--- config.mk ---
export PLATFORM = sky130hd
export DESIGN_NAME = seg_scan_ctrl
export DESIGN_NICKNAME = d
export VERILOG_FILES = /design/src/rtl/seg_scan_ctrl.sv
export SDC_FILE = /design/constraint.sdc
export NUM_CORES = 1
export LEC_CHECK = 0
export ABC_AREA = 1
export BUFFER_PORTS_ARGS = -buffer_cell sky130_fd_sc_hd__buf_4
export CAP_MARGIN = 20
export CORE_ASPECT_RATIO = 1.25
export CORE_UTILIZATION = 40
export CTS_CLUSTER_DIAMETER = 40
export CTS_CLUSTER_SIZE = 28
export DETAILED_ROUTE_END_ITERATION = 8
export PLACE_DENSITY = 0.66
export SLEW_MARGIN = 20
export SYNTH_ARGS = -nofsm -noshare
export SYNTH_HDL_FRONTEND = slang
export SYNTH_SLANG_ARGS = --single-unit
--- constraint.sdc ---
create_clock -name clk -period 2.4 [get_ports clk]
set_input_delay 0.36 -clock clk [delete_from_list [all_inputs] [get_ports clk]]
set_output_delay 0.36 -clock clk [all_outputs]
set_load 0.1 [all_outputs]
--- src/rtl/seg_scan_ctrl.sv ---
// Time-multiplexed 7-segment scan controller: one shared segment/dp bus, per-digit anodes,
// anti-ghost blank phase per slot, per-frame data snapshot and frame_done pulse.
module seg_scan_ctrl #(
  parameter int NUM_DIGITS = 8,
  parameter int DIV        = 50000,
  parameter int BLANK      = 500,
  parameter int ACTIVE_LOW = 1
) (
  input  logic                    clk,
  input  logic                    rst,
  input  logic                    en,
  input  logic [4*NUM_DIGITS-1:0] digits_in,
  input  logic [NUM_DIGITS-1:0]   dp_in,
  input  logic [NUM_DIGITS-1:0]   blank_mask,
  output logic [6:0]              seg_out,
  output logic                    dp_out,
  output logic [NUM_DIGITS-1:0]   an_out,
  output logic                    frame_done
);

  localparam int CW = (DIV > 1) ? $clog2(DIV) : 1;
  localparam int IW = (NUM_DIGITS > 1) ? $clog2(NUM_DIGITS) : 1;
  localparam logic [CW-1:0] BLANK_LAST = CW'(BLANK - 1);
  localparam logic [CW-1:0] SHOW_LAST  = CW'(DIV - BLANK - 1);
  localparam logic [IW-1:0] IDX_LAST   = IW'(NUM_DIGITS - 1);
  localparam logic          OFF        = (ACTIVE_LOW != 0);

  typedef enum logic [1:0] {S_IDLE, S_BLANK, S_SHOW} state_t;

  state_t                  state, state_n;
  logic [IW-1:0]           idx, idx_n;
  logic [CW-1:0]           cnt, cnt_n;
  logic [4*NUM_DIGITS-1:0] snap_dig, snap_dig_n;
  logic [NUM_DIGITS-1:0]   snap_dp, snap_dp_n, snap_mask, snap_mask_n;
  logic                    take;
  logic [3:0]              cur_dig;
  logic                    cur_dp, cur_mask;
  logic [6:0]              seg_n;
  logic                    dp_n, fd_n;
  logic [NUM_DIGITS-1:0]   an_n;

  function automatic logic [6:0] hex7(input logic [3:0] v);
    case (v)
      4'h0: hex7 = 7'h3F; 4'h1: hex7 = 7'h06; 4'h2: hex7 = 7'h5B; 4'h3: hex7 = 7'h4F;
      4'h4: hex7 = 7'h66; 4'h5: hex7 = 7'h6D; 4'h6: hex7 = 7'h7D; 4'h7: hex7 = 7'h07;
      4'h8: hex7 = 7'h7F; 4'h9: hex7 = 7'h6F; 4'hA: hex7 = 7'h77; 4'hB: hex7 = 7'h7C;
      4'hC: hex7 = 7'h39; 4'hD: hex7 = 7'h5E; 4'hE: hex7 = 7'h79; default: hex7 = 7'h71;
    endcase
  endfunction

  always_comb begin
    state_n = state;
    idx_n   = idx;
    cnt_n   = cnt;
    take    = 1'b0;
    case (state)
      S_IDLE: if (en) begin
        state_n = S_BLANK; idx_n = '0; cnt_n = '0; take = 1'b1;
      end
      S_BLANK: begin
        if (!en) begin
          state_n = S_IDLE; idx_n = '0; cnt_n = '0;
        end else if (cnt == BLANK_LAST) begin
          state_n = S_SHOW; cnt_n = '0;
        end else cnt_n = cnt + CW'(1);
      end
      S_SHOW: begin
        if (!en) begin
          state_n = S_IDLE; idx_n = '0; cnt_n = '0;
        end else if (cnt == SHOW_LAST) begin
          state_n = S_BLANK; cnt_n = '0;
          // Frame boundary: wrap and resnapshot so the next frame is tear-free
          if (idx == IDX_LAST) begin
            idx_n = '0; take = 1'b1;
          end else idx_n = idx + IW'(1);
        end else cnt_n = cnt + CW'(1);
      end
      default: begin
        state_n = S_IDLE; idx_n = '0; cnt_n = '0;
      end
    endcase

    snap_dig_n  = take ? digits_in  : snap_dig;
    snap_dp_n   = take ? dp_in      : snap_dp;
    snap_mask_n = take ? blank_mask : snap_mask;

    cur_dig  = '0;
    cur_dp   = 1'b0;
    cur_mask = 1'b0;
    for (int i = 0; i < NUM_DIGITS; i++)
      if (idx_n == IW'(i)) begin
        cur_dig  = snap_dig_n[4*i +: 4];
        cur_dp   = snap_dp_n[i];
        cur_mask = snap_mask_n[i];
      end

    // Outputs are computed for the upcoming state so they can be registered
    seg_n = {7{OFF}};
    dp_n  = OFF;
    an_n  = {NUM_DIGITS{OFF}};
    if (state_n != S_IDLE) begin
      seg_n = hex7(cur_dig) ^ {7{OFF}};
      dp_n  = cur_dp ^ OFF;
    end
    if (state_n == S_SHOW && !cur_mask)
      an_n = (NUM_DIGITS'(1) << idx_n) ^ {NUM_DIGITS{OFF}};
    fd_n = (state_n == S_SHOW) && (idx_n == IDX_LAST) && (cnt_n == SHOW_LAST);
  end

  always_ff @(posedge clk or posedge rst) begin
    if (rst) begin
      state      <= S_IDLE;
      idx        <= '0;
      cnt        <= '0;
      snap_dig   <= '0;
      snap_dp    <= '0;
      snap_mask  <= '0;
      seg_out    <= {7{OFF}};
      dp_out     <= OFF;
      an_out     <= {NUM_DIGITS{OFF}};
      frame_done <= 1'b0;
    end else begin
      state      <= state_n;
      idx        <= idx_n;
      cnt        <= cnt_n;
      snap_dig   <= snap_dig_n;
      snap_dp    <= snap_dp_n;
      snap_mask  <= snap_mask_n;
      seg_out    <= seg_n;
      dp_out     <= dp_n;
      an_out     <= an_n;
      frame_done <= fd_n;
    end
  end

endmodule

==> results of run 1 <==
placed cells by master (no fill, tap or decap), drive strengths merged, types with 16 or more instances in the layout:
master | synthesis | routed
inv | 64 | 63
buf | 9 | 172
a21oi | 22 | 22
nand2 | 161 | 161
nor2 | 61 | 61
nand4 | 16 | 16
mux2 | 18 | 18
o21ai | 17 | 17
nand3 | 49 | 49
dfrtp | 70 | 70
dfstp | 16 | 16
kinds of logic (layout without fill, tap and decap cells):
family	after synthesis	count (layout)	share of synthesized area, %
buffers and inverters	76	255	7.25
adders and majority gates	9	9	2.43
DFF	86	86	46.9
and+or+nand+nor	301	301	32.0
AOI/OAI and AO/OA	48	48	5.73
muxes	23	23	5.46
xor gates and xnor gates	1	1	0.189
final timing paths:
kind                                   startpoint                      to  slack, ns
max reg2reg                      cnt[0]$_DFF_PP0_    seg_out[3]$_DFF_PP1_      -0.44
min in group clk                     digits_in[1]   snap_dig[1]$_DFF_PP0_       0.24
max in group asynchronous                     rst     an_out[3]$_DFF_PP1_       1.64
min reg2reg                snap_dig[29]$_DFF_PP0_  snap_dig[29]$_DFF_PP0_       0.49
max                              cnt[0]$_DFF_PP0_    seg_out[3]$_DFF_PP1_      -0.44
min                                           rst    snap_dp[4]$_DFF_PP0_       0.06
timing repair:
item                       4_1_cts  5_1_grt
pin swaps                       25       41
hold buffers                     0        0
setup buffers                   13       16
gates resized for setup         41       51
setup endpoints to repair       17       18
gates cloned                     0        2
cell type report:
| type | count | area share, % |
|---|---|---|
| inverters | 65 | 3.77 |
| repair buffers | 174 | 21.3 |
| flip-flops and latches | 86 | 31.8 |
| multi-input cells | 382 | 36.0 |
| clock buffers | 12 | 3.60 |
| clock inverters | 4 | 1.02 |
| well taps | 135 | 2.47 |
metal layers:
metal	part of all wire, %	track usage [%]
met1	40	26.2
met4	2.1	8.30
met3	3.8	3.82
met5	0	0
met2	55	40.8
per-stage QoR:
step	setup slack (ns)	util (%)	cell area (um2)
2_1_floorplan	-0.208	-	4660
3_3_place_gp	-0.284	52.7	5890
3_5_place_dp	-0.327	52.7	5890
4_1_cts	-0.318	57.7	6450
5_1_grt	-0.607	61.1	6840
6_report	-0.441	61.1	6840
registers in the layout, summed over array words and instances (netlist names):
signal and count:
dp_out 1, snap_dp 8, an_out 8, snap_mask 8
snap_dig 32, idx 3, state 2, cnt 16
seg_out 7, frame_done 1
power breakdown:
part           switching (mW)  total [mW]  internal (mW)
clock network           0.571        1.51          0.938
logic                   0.890        1.49          0.601
registers              0.0743        1.77           1.69
==> out/metrics.cfg, run 1 <==
[sta]
setup_tns_ns = -5.34
holdWs_ns = 0.0587
fmax_ghz = 0.352
maxSlewViolCount = 0
min_period_over_period_pct = 118
worst_pin_slew_ns = 0.517
finalClockSkew_ns = 0.00741
min_period_ns = 2.84
maxSlewHeadroom_pct = 65.4
final-hold-violation-count = 0
setup_slack_ns = -0.441
rsz0062_at_grt = yes
setup_viol = 16

[routing]
drt_iter0_drc = 218
routedWlPerCell_um = 15.6
drt-total-wl_um = 13400
vias_per_cell = 5.15
drtAntennaViolNets = 0
drc = 0
vias = 4415
firstDrtPassIters = 6

[placed_design]
dpl.hpwl_um = 9260
dpl.cell_count = 812
place.gp.congestion = 0.901
io_buffers = 67

[setup_path]
crit_type = register to register
crit_cells = 20
worstSetupStartpointType = register
cp_cell_sequence = ha_2, inv_2, nor2_4, nand2_2, nor2_4, nand4_4, nand2_4, buf_6, buf_12, mux2_4, nand2_2, nand4_1, nor2_4, buf_6, inv_4, ha_4, nand2_4, nand2_1, nand2_1, nand3_1
slowest_stage = dfrtp_1
path_max_fanout = 4
critPathArrivalTime_ns = 3.11
cp_top_family = simple AND/OR/NAND/NOR gates
reg2reg_depth = 20
critPathBufInv = 5
max_stage_delay_ns = 0.37
crit_path_frequent_cell = nor2_4
worstPathRequired_ns = 2.67
critPathCaptureType = register

[min_path]
hp-class = input port to async pin

[synthesis]
synth_nets = 604
ys.warnings.count = 0
synth_seq_area_share_pct = 46.9
ys_top_cells_by_area = dfrtp_1, nand2_1, dfstp_2, nand3_1, inv_1
synth_area_per_cell_um2 = 8.51
synth_edf_count = 0
synth_top_area_cell = dfrtp_1
synth.top_cell.area_share_pct = 37.8
synthCells = 544
async_reset_ff_share_pct = 100
synth_seq_cells = 86
yosys.cell_types.count = 43
synthMostInstantiatedCell = nand2_1
synth_area_um2 = 4630
synth_common_cells = nand2_1, dfrtp_1, inv_1
synthFlopType = dfrtp_1

[global_routing]
antenna_found_initial = 0
grt.overflow.total = 0
grt_pass1_wl_um = 20600
grt_max_degree = 34
grt_use_total_pct = 22.3
grt_pass1_vias = 4386

[cts]
htreeDepth = 3
cts_tree = done
clock-sinks = 86
clock_latency_ns = 0.35
cts_buffers = 9
clock_path_buffers = 2
clk_pin_slew_ns = 0.06
root_buffer = clkbuf_16

[floorplan]
start_util_pct = 41.4
dieWidth_um = 98.2
core_area_um2 = 11200
ioPinCount = 68
rows = 43
die_h_um = 122
die_area_um2 = 12000

[layout]
drive_above_1_share_pct = 46.2
nets = 778
multiInputGateArea_um2 = 2460
instances_no_fill = 858
fill_cells = 918
regArea_um2 = 2170
diodes = 0
syn_to_final_growth_pct = 47.7

[power]
p_per_area_nw_per_um2 = 697
power_mw = 4.77
p_leak_nw = 3.31
max-vdd-ir-drop_mv = 0.456

[job]
maxCapViolations = 0

[status]
status = finished, violations left
violations = negative setup slack

Note: power is estimated with default switching activity, not from simulation.
==> inputs of run 2 (changes only) <==
--- a/config.mk
+++ b/config.mk
@@ -14,6 +14,7 @@
 export CTS_CLUSTER_SIZE = 28
 export DETAILED_ROUTE_END_ITERATION = 8
 export PLACE_DENSITY = 0.66
+export SETUP_SLACK_MARGIN = 0.3
 export SLEW_MARGIN = 20
 export SYNTH_ARGS = -nofsm -noshare
 export SYNTH_HDL_FRONTEND = slang
==> run 2 against run 1 <==
The run still ends with negative setup slack left. First-iteration DRC count shrank 15%. Cell count increased by 1.6%. Critical path depth is 1 higher. Via count grew 0.95%. Setup slack improved by 0.068 ns. Total power down 4.0%.
==> out/metrics.cfg, run 2 (synthesis results as in run 1) <==
[sta]
holdWs_ns = 0.0256  ; -0.0331 ns
min_period_ns = 2.77  ; -0.0683 ns
min_period_over_period_pct = 116  ; -2.8 points
fmax_ghz = 0.361  ; +2.5%
rsz0062_at_grt = yes
maxSlewHeadroom_pct = 70.9  ; +5.5 points
maxSlewViolCount = 0  ; unchanged
worst_pin_slew_ns = 0.434  ; -0.0830 ns
final-hold-violation-count = 0  ; unchanged
setup_viol = 16  ; unchanged
setup_slack_ns = -0.373  ; +0.0683 ns
finalClockSkew_ns = 0.00695  ; -0.000457 ns

[setup_path]
worstPathRequired_ns = 2.66  ; about the same
r2r-end = seg_out[3]$_DFF_PP1_
crit_type = register to register
rr_startpoint = cnt[1]$_DFF_PP0_
critPathBufInv = 4  ; -1
startpoint = cnt[1]$_DFF_PP0_
path_max_fanout = 4  ; unchanged
critPathCaptureType = register
reg2reg_depth = 21  ; +5.0%
r2r_slack_ns = -0.37  ; +0.07 ns
critPathArrivalTime_ns = 3.03  ; -0.08 ns
cp_cell_sequence = ha_2, inv_2, nor2_4, nand2_2, nor2_4, nand2_4, nor2_4, nand2_2, nand2_4, buf_6, nor2_4, nand2_1, nand4_1, nor2_1, nand4_1, buf_4, ha_4, inv_4, nand3_2, nand3_1, nand3_1
worstSetupStartpointType = register
max_stage_delay_ns = 0.35  ; -0.02 ns
cp_top_family = simple AND/OR/NAND/NOR gates
crit_path_frequent_cell = nor2_4
slowest_stage = dfrtp_1

[floorplan]
die_h_um = 122  ; unchanged
ioPinCount = 68  ; unchanged
rows = 43  ; unchanged
start_util_pct = 41.4  ; unchanged
die_area_um2 = 12000  ; unchanged
core_area_um2 = 11200  ; unchanged
dieWidth_um = 98.2  ; unchanged

[power]
p_per_area_nw_per_um2 = 650  ; -6.8%
max-vdd-ir-drop_mv = 0.411  ; -9.8%
p_leak_nw = 3.47  ; +4.7%

[routing]
drt_iter0_drc = 185  ; -15%
drtAntennaViolNets = 0  ; unchanged
drc = 0  ; unchanged
vias_per_cell = 5.11  ; -0.67%
routedWlPerCell_um = 15.5  ; -1.0%
vias = 4457  ; +0.95%
firstDrtPassIters = 6  ; unchanged
drt-total-wl_um = 13500  ; +0.57%

[layout]
largest_registers = snap_dig: 32 flops, cnt: 16 flops
largest_reg_flops = 32  ; unchanged
top_register = snap_dig
final_cell_mix = buf_4, nand2_1, dfrtp_1
regArea_um2 = 2170  ; unchanged
multiInputGateArea_um2 = 2620  ; +6.2%
drive_above_1_share_pct = 51.0  ; +4.8 points
fill_cells = 886  ; -3.5%
final_common_cell = buf_4
nets = 792  ; +1.8%
instances_no_fill = 872  ; +1.6%
syn_to_final_growth_pct = 52.1
diodes = 0  ; unchanged

[cts]
htreeDepth = 3  ; unchanged
clk_pin_slew_ns = 0.06  ; about the same
cts_tree = done
clock_latency_ns = 0.34  ; about the same
root_buffer = clkbuf_16
cts_buffers = 9  ; unchanged
clock_path_buffers = 2  ; unchanged
clock-sinks = 86  ; unchanged

[status]
violations = negative setup slack
status = finished, violations left

[placed_design]
io_buffers = 67  ; unchanged
dpl.cell_count = 822  ; +1.2%
place.gp.congestion = 0.878  ; -2.5%
dpl.hpwl_um = 9450  ; +2.0%

[global_routing]
antenna_found_initial = 0  ; unchanged
grt_pass1_wl_um = 21500  ; +4.4%
grt_pass1_vias = 4642  ; +5.8%
grt_use_total_pct = 23.0  ; +0.74 points
grt_max_degree = 40  ; +18%
grt.overflow.total = 0  ; unchanged

[min_path]
hp-class = input port to async pin

[job]
maxCapViolations = 0  ; unchanged

==> run 2: layout make-up <==
type,instances,share of cell area [%]
clock buffers,12,3.36
clock inverters,4,0.676
inverters,65,3.73
multi-input cells,382,37.2
flip-flops and latches,86,30.9
well taps,135,2.40
repair buffers,188,21.8
==> run 2: worst max-delay path by stage <==
stage / to / slack (ns) / cells after the start
global placement: seg_out[1]$_DFF_PP1_ / -0.26 / 21
detailed placement: seg_out[6]$_DFF_PP1_ / -0.34 / 19
CTS: seg_out[1]$_DFF_PP1_ / -0.24 / 22
finish: seg_out[3]$_DFF_PP1_ / -0.37 / 21
global route: seg_out[3]$_DFF_PP1_ / -0.54 / 21
floorplan: seg_out[1]$_DFF_PP1_ / -0.21 / 17
==> run 2: power by group <==
group	internal [mW]	switching, mW
Sequential	1.69	0.0689
Clock	0.804	0.556
Combinational	0.576	0.878
==> run 2: repair_timing <==
action                                  CTS  global route
hold buffers                              0             0
gates cloned                              2             0
gates resized for setup                  77            65
endpoints found under the setup margin   20            26
pin swaps                                32            31
buffers inserted                         22            10
==> run 2: routing by layer <==
metal  track usage [%]  routed length [um]  vias up
met5                 0                   0        -
met4              11.4                 454        0
met3              4.04                 404       32
met2              41.9                7210      112
met1              26.1                5420     2178
li1                  -                   -     2135
==> run 2: metrics by stage <==
stage | cell area, um2 | worst slack [ns] | utilization [%] | power [mW] | setup TNS [ns]
after global placement | 5940 | -0.261 | 53.0 | 2.96 | -3.30
final | 7040 | -0.373 | 62.9 | 4.58 | -4.38
after floorplan | 4670 | -0.208 | - | 2.60 | -1.24
after CTS | 6690 | -0.238 | 59.8 | 4.50 | -2.32
after detailed placement | 5940 | -0.338 | 53.0 | 2.99 | -4.31
after global routing | 7040 | -0.542 | 62.9 | 4.79 | -6.85
==> inputs of run 3 (changes only) <==
--- a/config.mk
+++ b/config.mk
@@ -13,7 +13,6 @@
 export CTS_CLUSTER_DIAMETER = 40
 export CTS_CLUSTER_SIZE = 28
 export DETAILED_ROUTE_END_ITERATION = 8
-export PLACE_DENSITY = 0.66
 export SETUP_SLACK_MARGIN = 0.3
 export SLEW_MARGIN = 20
 export SYNTH_ARGS = -nofsm -noshare
==> constraint.sdc (replaced) <==
create_clock -name clk -period 2.4 [get_ports clk]
set_input_delay 0.24 -clock clk [delete_from_list [all_inputs] [get_ports clk]]
set_output_delay 0.24 -clock clk [all_outputs]
set_load 0.1 [all_outputs]
==> run 3 against run 2 <==
Sequential power about the same. Highest routed layer unchanged. First-iteration DRC count rose by 11%. The run still ends with negative setup slack left. Critical path type unchanged. Critical endpoint is now seg_out[4]$_DFF_PP1_. Sequential cell count did not move.
==> out/metrics.cfg, run 3 (synthesis results as in run 1) <==
[sta]
final-hold-violation-count = 0  ; unchanged
min_period_over_period_pct = 115  ; -0.46 points
fmax_ghz = 0.362  ; +0.40%
setup_viol = 17  ; +1
finalClockSkew_ns = 0.00717  ; +0.000224 ns
worst_pin_slew_ns = 0.468  ; +0.0334 ns
maxSlewViolCount = 0  ; unchanged
maxSlewHeadroom_pct = 68.8  ; -2.1 points
min_period_ns = 2.76  ; -0.0111 ns
setup_slack_ns = -0.362  ; +0.0111 ns
rsz0062_at_grt = yes
holdWs_ns = 0.0246  ; -0.000990 ns

[layout]
final_common_cell = buf_4
syn_to_final_growth_pct = 55.4
final_util_pct = 64.3  ; +1.4 points
top_register = snap_dig
largest_reg_flops = 32  ; unchanged
drive_above_1_share_pct = 52.3  ; +1.3 points
diodes = 0  ; unchanged
final_cell_mix = buf_4, nand2_1, dfrtp_1
largest_registers = snap_dig: 32 flops, cnt: 16 flops
fill_cells = 894  ; +0.90%
instances_no_fill = 879  ; +0.80%
nets = 799  ; +0.88%

[setup_path]
critPathCaptureType = register
critPathBufInv = 5  ; +1
crit_type = register to register
crit_path_frequent_cell = nand2_4
max_stage_delay_ns = 0.36  ; about the same
worstSetupStartpointType = register
r2r_slack_ns = -0.36  ; about the same
path_max_fanout = 4  ; unchanged
r2r-end = seg_out[4]$_DFF_PP1_
reg2reg_depth = 22  ; +4.8%
slowest_stage = dfrtp_1
crit_cells = 22  ; +4.8%
cp_top_family = simple AND/OR/NAND/NOR gates
worstPathRequired_ns = 2.68  ; +0.02 ns
rr_startpoint = cnt[0]$_DFF_PP0_
critPathArrivalTime_ns = 3.05  ; +0.02 ns
cp_cell_sequence = ha_2, inv_2, nor2_4, nand2_2, nor2_4, nand2_4, nand2_4, nand3_2, nand2_4, nand2_4, buf_12, nor2_4, inv_2, a21oi_2, nor2_2, nand4_1, inv_2, buf_4, ha_1, nand2_1, nand3_1, nand2_1

[routing]
drc = 0  ; unchanged
routedWlPerCell_um = 15.6  ; +0.84%
vias_per_cell = 5.05  ; -1.2%
drt-total-wl_um = 13700  ; +1.6%
drt_iter0_drc = 205  ; +11%
drtAntennaViolNets = 0  ; unchanged
firstDrtPassIters = 6  ; unchanged
vias = 4441  ; -0.36%

[floorplan]
die_h_um = 122  ; unchanged
dieWidth_um = 98.2  ; unchanged
die_area_um2 = 12000  ; unchanged
ioPinCount = 68  ; unchanged
core_area_um2 = 11200  ; unchanged
rows = 43  ; unchanged
start_util_pct = 41.4  ; unchanged

[status]
status = finished, violations left
violations = negative setup slack

[power]
power_mw = 4.69  ; +2.6%
p_per_area_nw_per_um2 = 653  ; +0.36%
p_leak_nw = 3.46  ; -0.19%
max-vdd-ir-drop_mv = 0.409  ; -0.44%

[cts]
cts_tree = done
clock_path_buffers = 2  ; unchanged
clock-sinks = 86  ; unchanged
htreeDepth = 3  ; unchanged
cts_buffers = 9  ; unchanged
clk_pin_slew_ns = 0.06  ; about the same
clock_latency_ns = 0.34  ; about the same
root_buffer = clkbuf_16

[min_path]
hp-class = input port to async pin

[global_routing]
grt_pass1_wl_um = 21200  ; -1.4%
grt_use_total_pct = 22.9  ; -0.096 points
grt_max_degree = 87  ; +120%
grt_pass1_vias = 4441  ; -4.3%
grt.overflow.total = 0  ; unchanged
antenna_found_initial = 0  ; unchanged

[job]
maxCapViolations = 0  ; unchanged

[placed_design]
dpl.hpwl_um = 9300  ; -1.6%
dpl.cell_count = 826  ; +0.49%
place.gp.congestion = 0.887  ; +0.97%
io_buffers = 67  ; unchanged

-- run 3: layout make-up --
cell class / count / area (um2) / share of cell area, %
clock buffer: 10 / 229 / 3.18
clock inverter: 6 / 62.6 / 0.870
inverter: 65 / 262 / 3.64
multi-input combinational: 382 / 2650 / 36.9
sequential: 86 / 2170 / 30.2
tap: 135 / 169 / 2.35
timing repair buffer: 195 / 1650 / 22.9
-- run 3: where the power goes --
part           leakage, nW  internal (mW)  total [mW]  switching, mW
clock network        0.136          0.803        1.38          0.578
registers             1.04           1.69        1.77         0.0726
logic                 2.29          0.641        1.55          0.906
-- run 3: through the flow --
| stage | area, um2 | TNS, ns | worst slack, ns |
|---|---|---|---|
| 3_3_place_gp | 5990 | -3.69 | -0.317 |
| 3_5_place_dp | 5990 | -4.32 | -0.349 |
| 2_1_floorplan | 4670 | -1.24 | -0.208 |
| 4_1_cts | 6740 | -2.63 | -0.244 |
| 5_1_grt | 7190 | -7.40 | -0.539 |
| 6_report | 7190 | -4.06 | -0.362 |
-- run 3: worst max-delay path by stage --
stage	start	end	slack [ns]
global placement	cnt[1]$_DFF_PP0_	seg_out[4]$_DFF_PP1_	-0.32
detailed placement	cnt[1]$_DFF_PP0_	seg_out[3]$_DFF_PP1_	-0.35
CTS	cnt[0]$_DFF_PP0_	seg_out[1]$_DFF_PP1_	-0.24
global route	cnt[0]$_DFF_PP0_	seg_out[1]$_DFF_PP1_	-0.54
floorplan	cnt[1]$_DFF_PP0_	seg_out[1]$_DFF_PP1_	-0.21
finish	cnt[0]$_DFF_PP0_	seg_out[4]$_DFF_PP1_	-0.36
-- run 3: tightest hold or removal path: cells and delay by family --
| kind | cells | cell delay, ns |
|---|---|---|
| buffers and inverters | 3 | 0.55 |
-- run 3: metal layers --
| metal | share of wire (%) | global-route usage (%) | routed length [um] | up-vias |
|---|---|---|---|---|
| li1 | - | - | - | 2156 |
| met1 | 41 | 27.4 | 5680 | 2138 |
| met2 | 53 | 41.7 | 7220 | 116 |
| met3 | 3.3 | 3.42 | 451 | 31 |
| met4 | 2.6 | 8.68 | 353 | 0 |
| met5 | 0 | 0 | 0 | - |
-- run 3: timing repair --
| item | in CTS | in global routing |
|---|---|---|
| setup endpoints to repair | 20 | 28 |
| setup buffers | 20 | 16 |
| gates resized for setup | 74 | 74 |
| cloned | 1 | 0 |
| hold buffers | 0 | 0 |
| pin swaps | 36 | 55 |
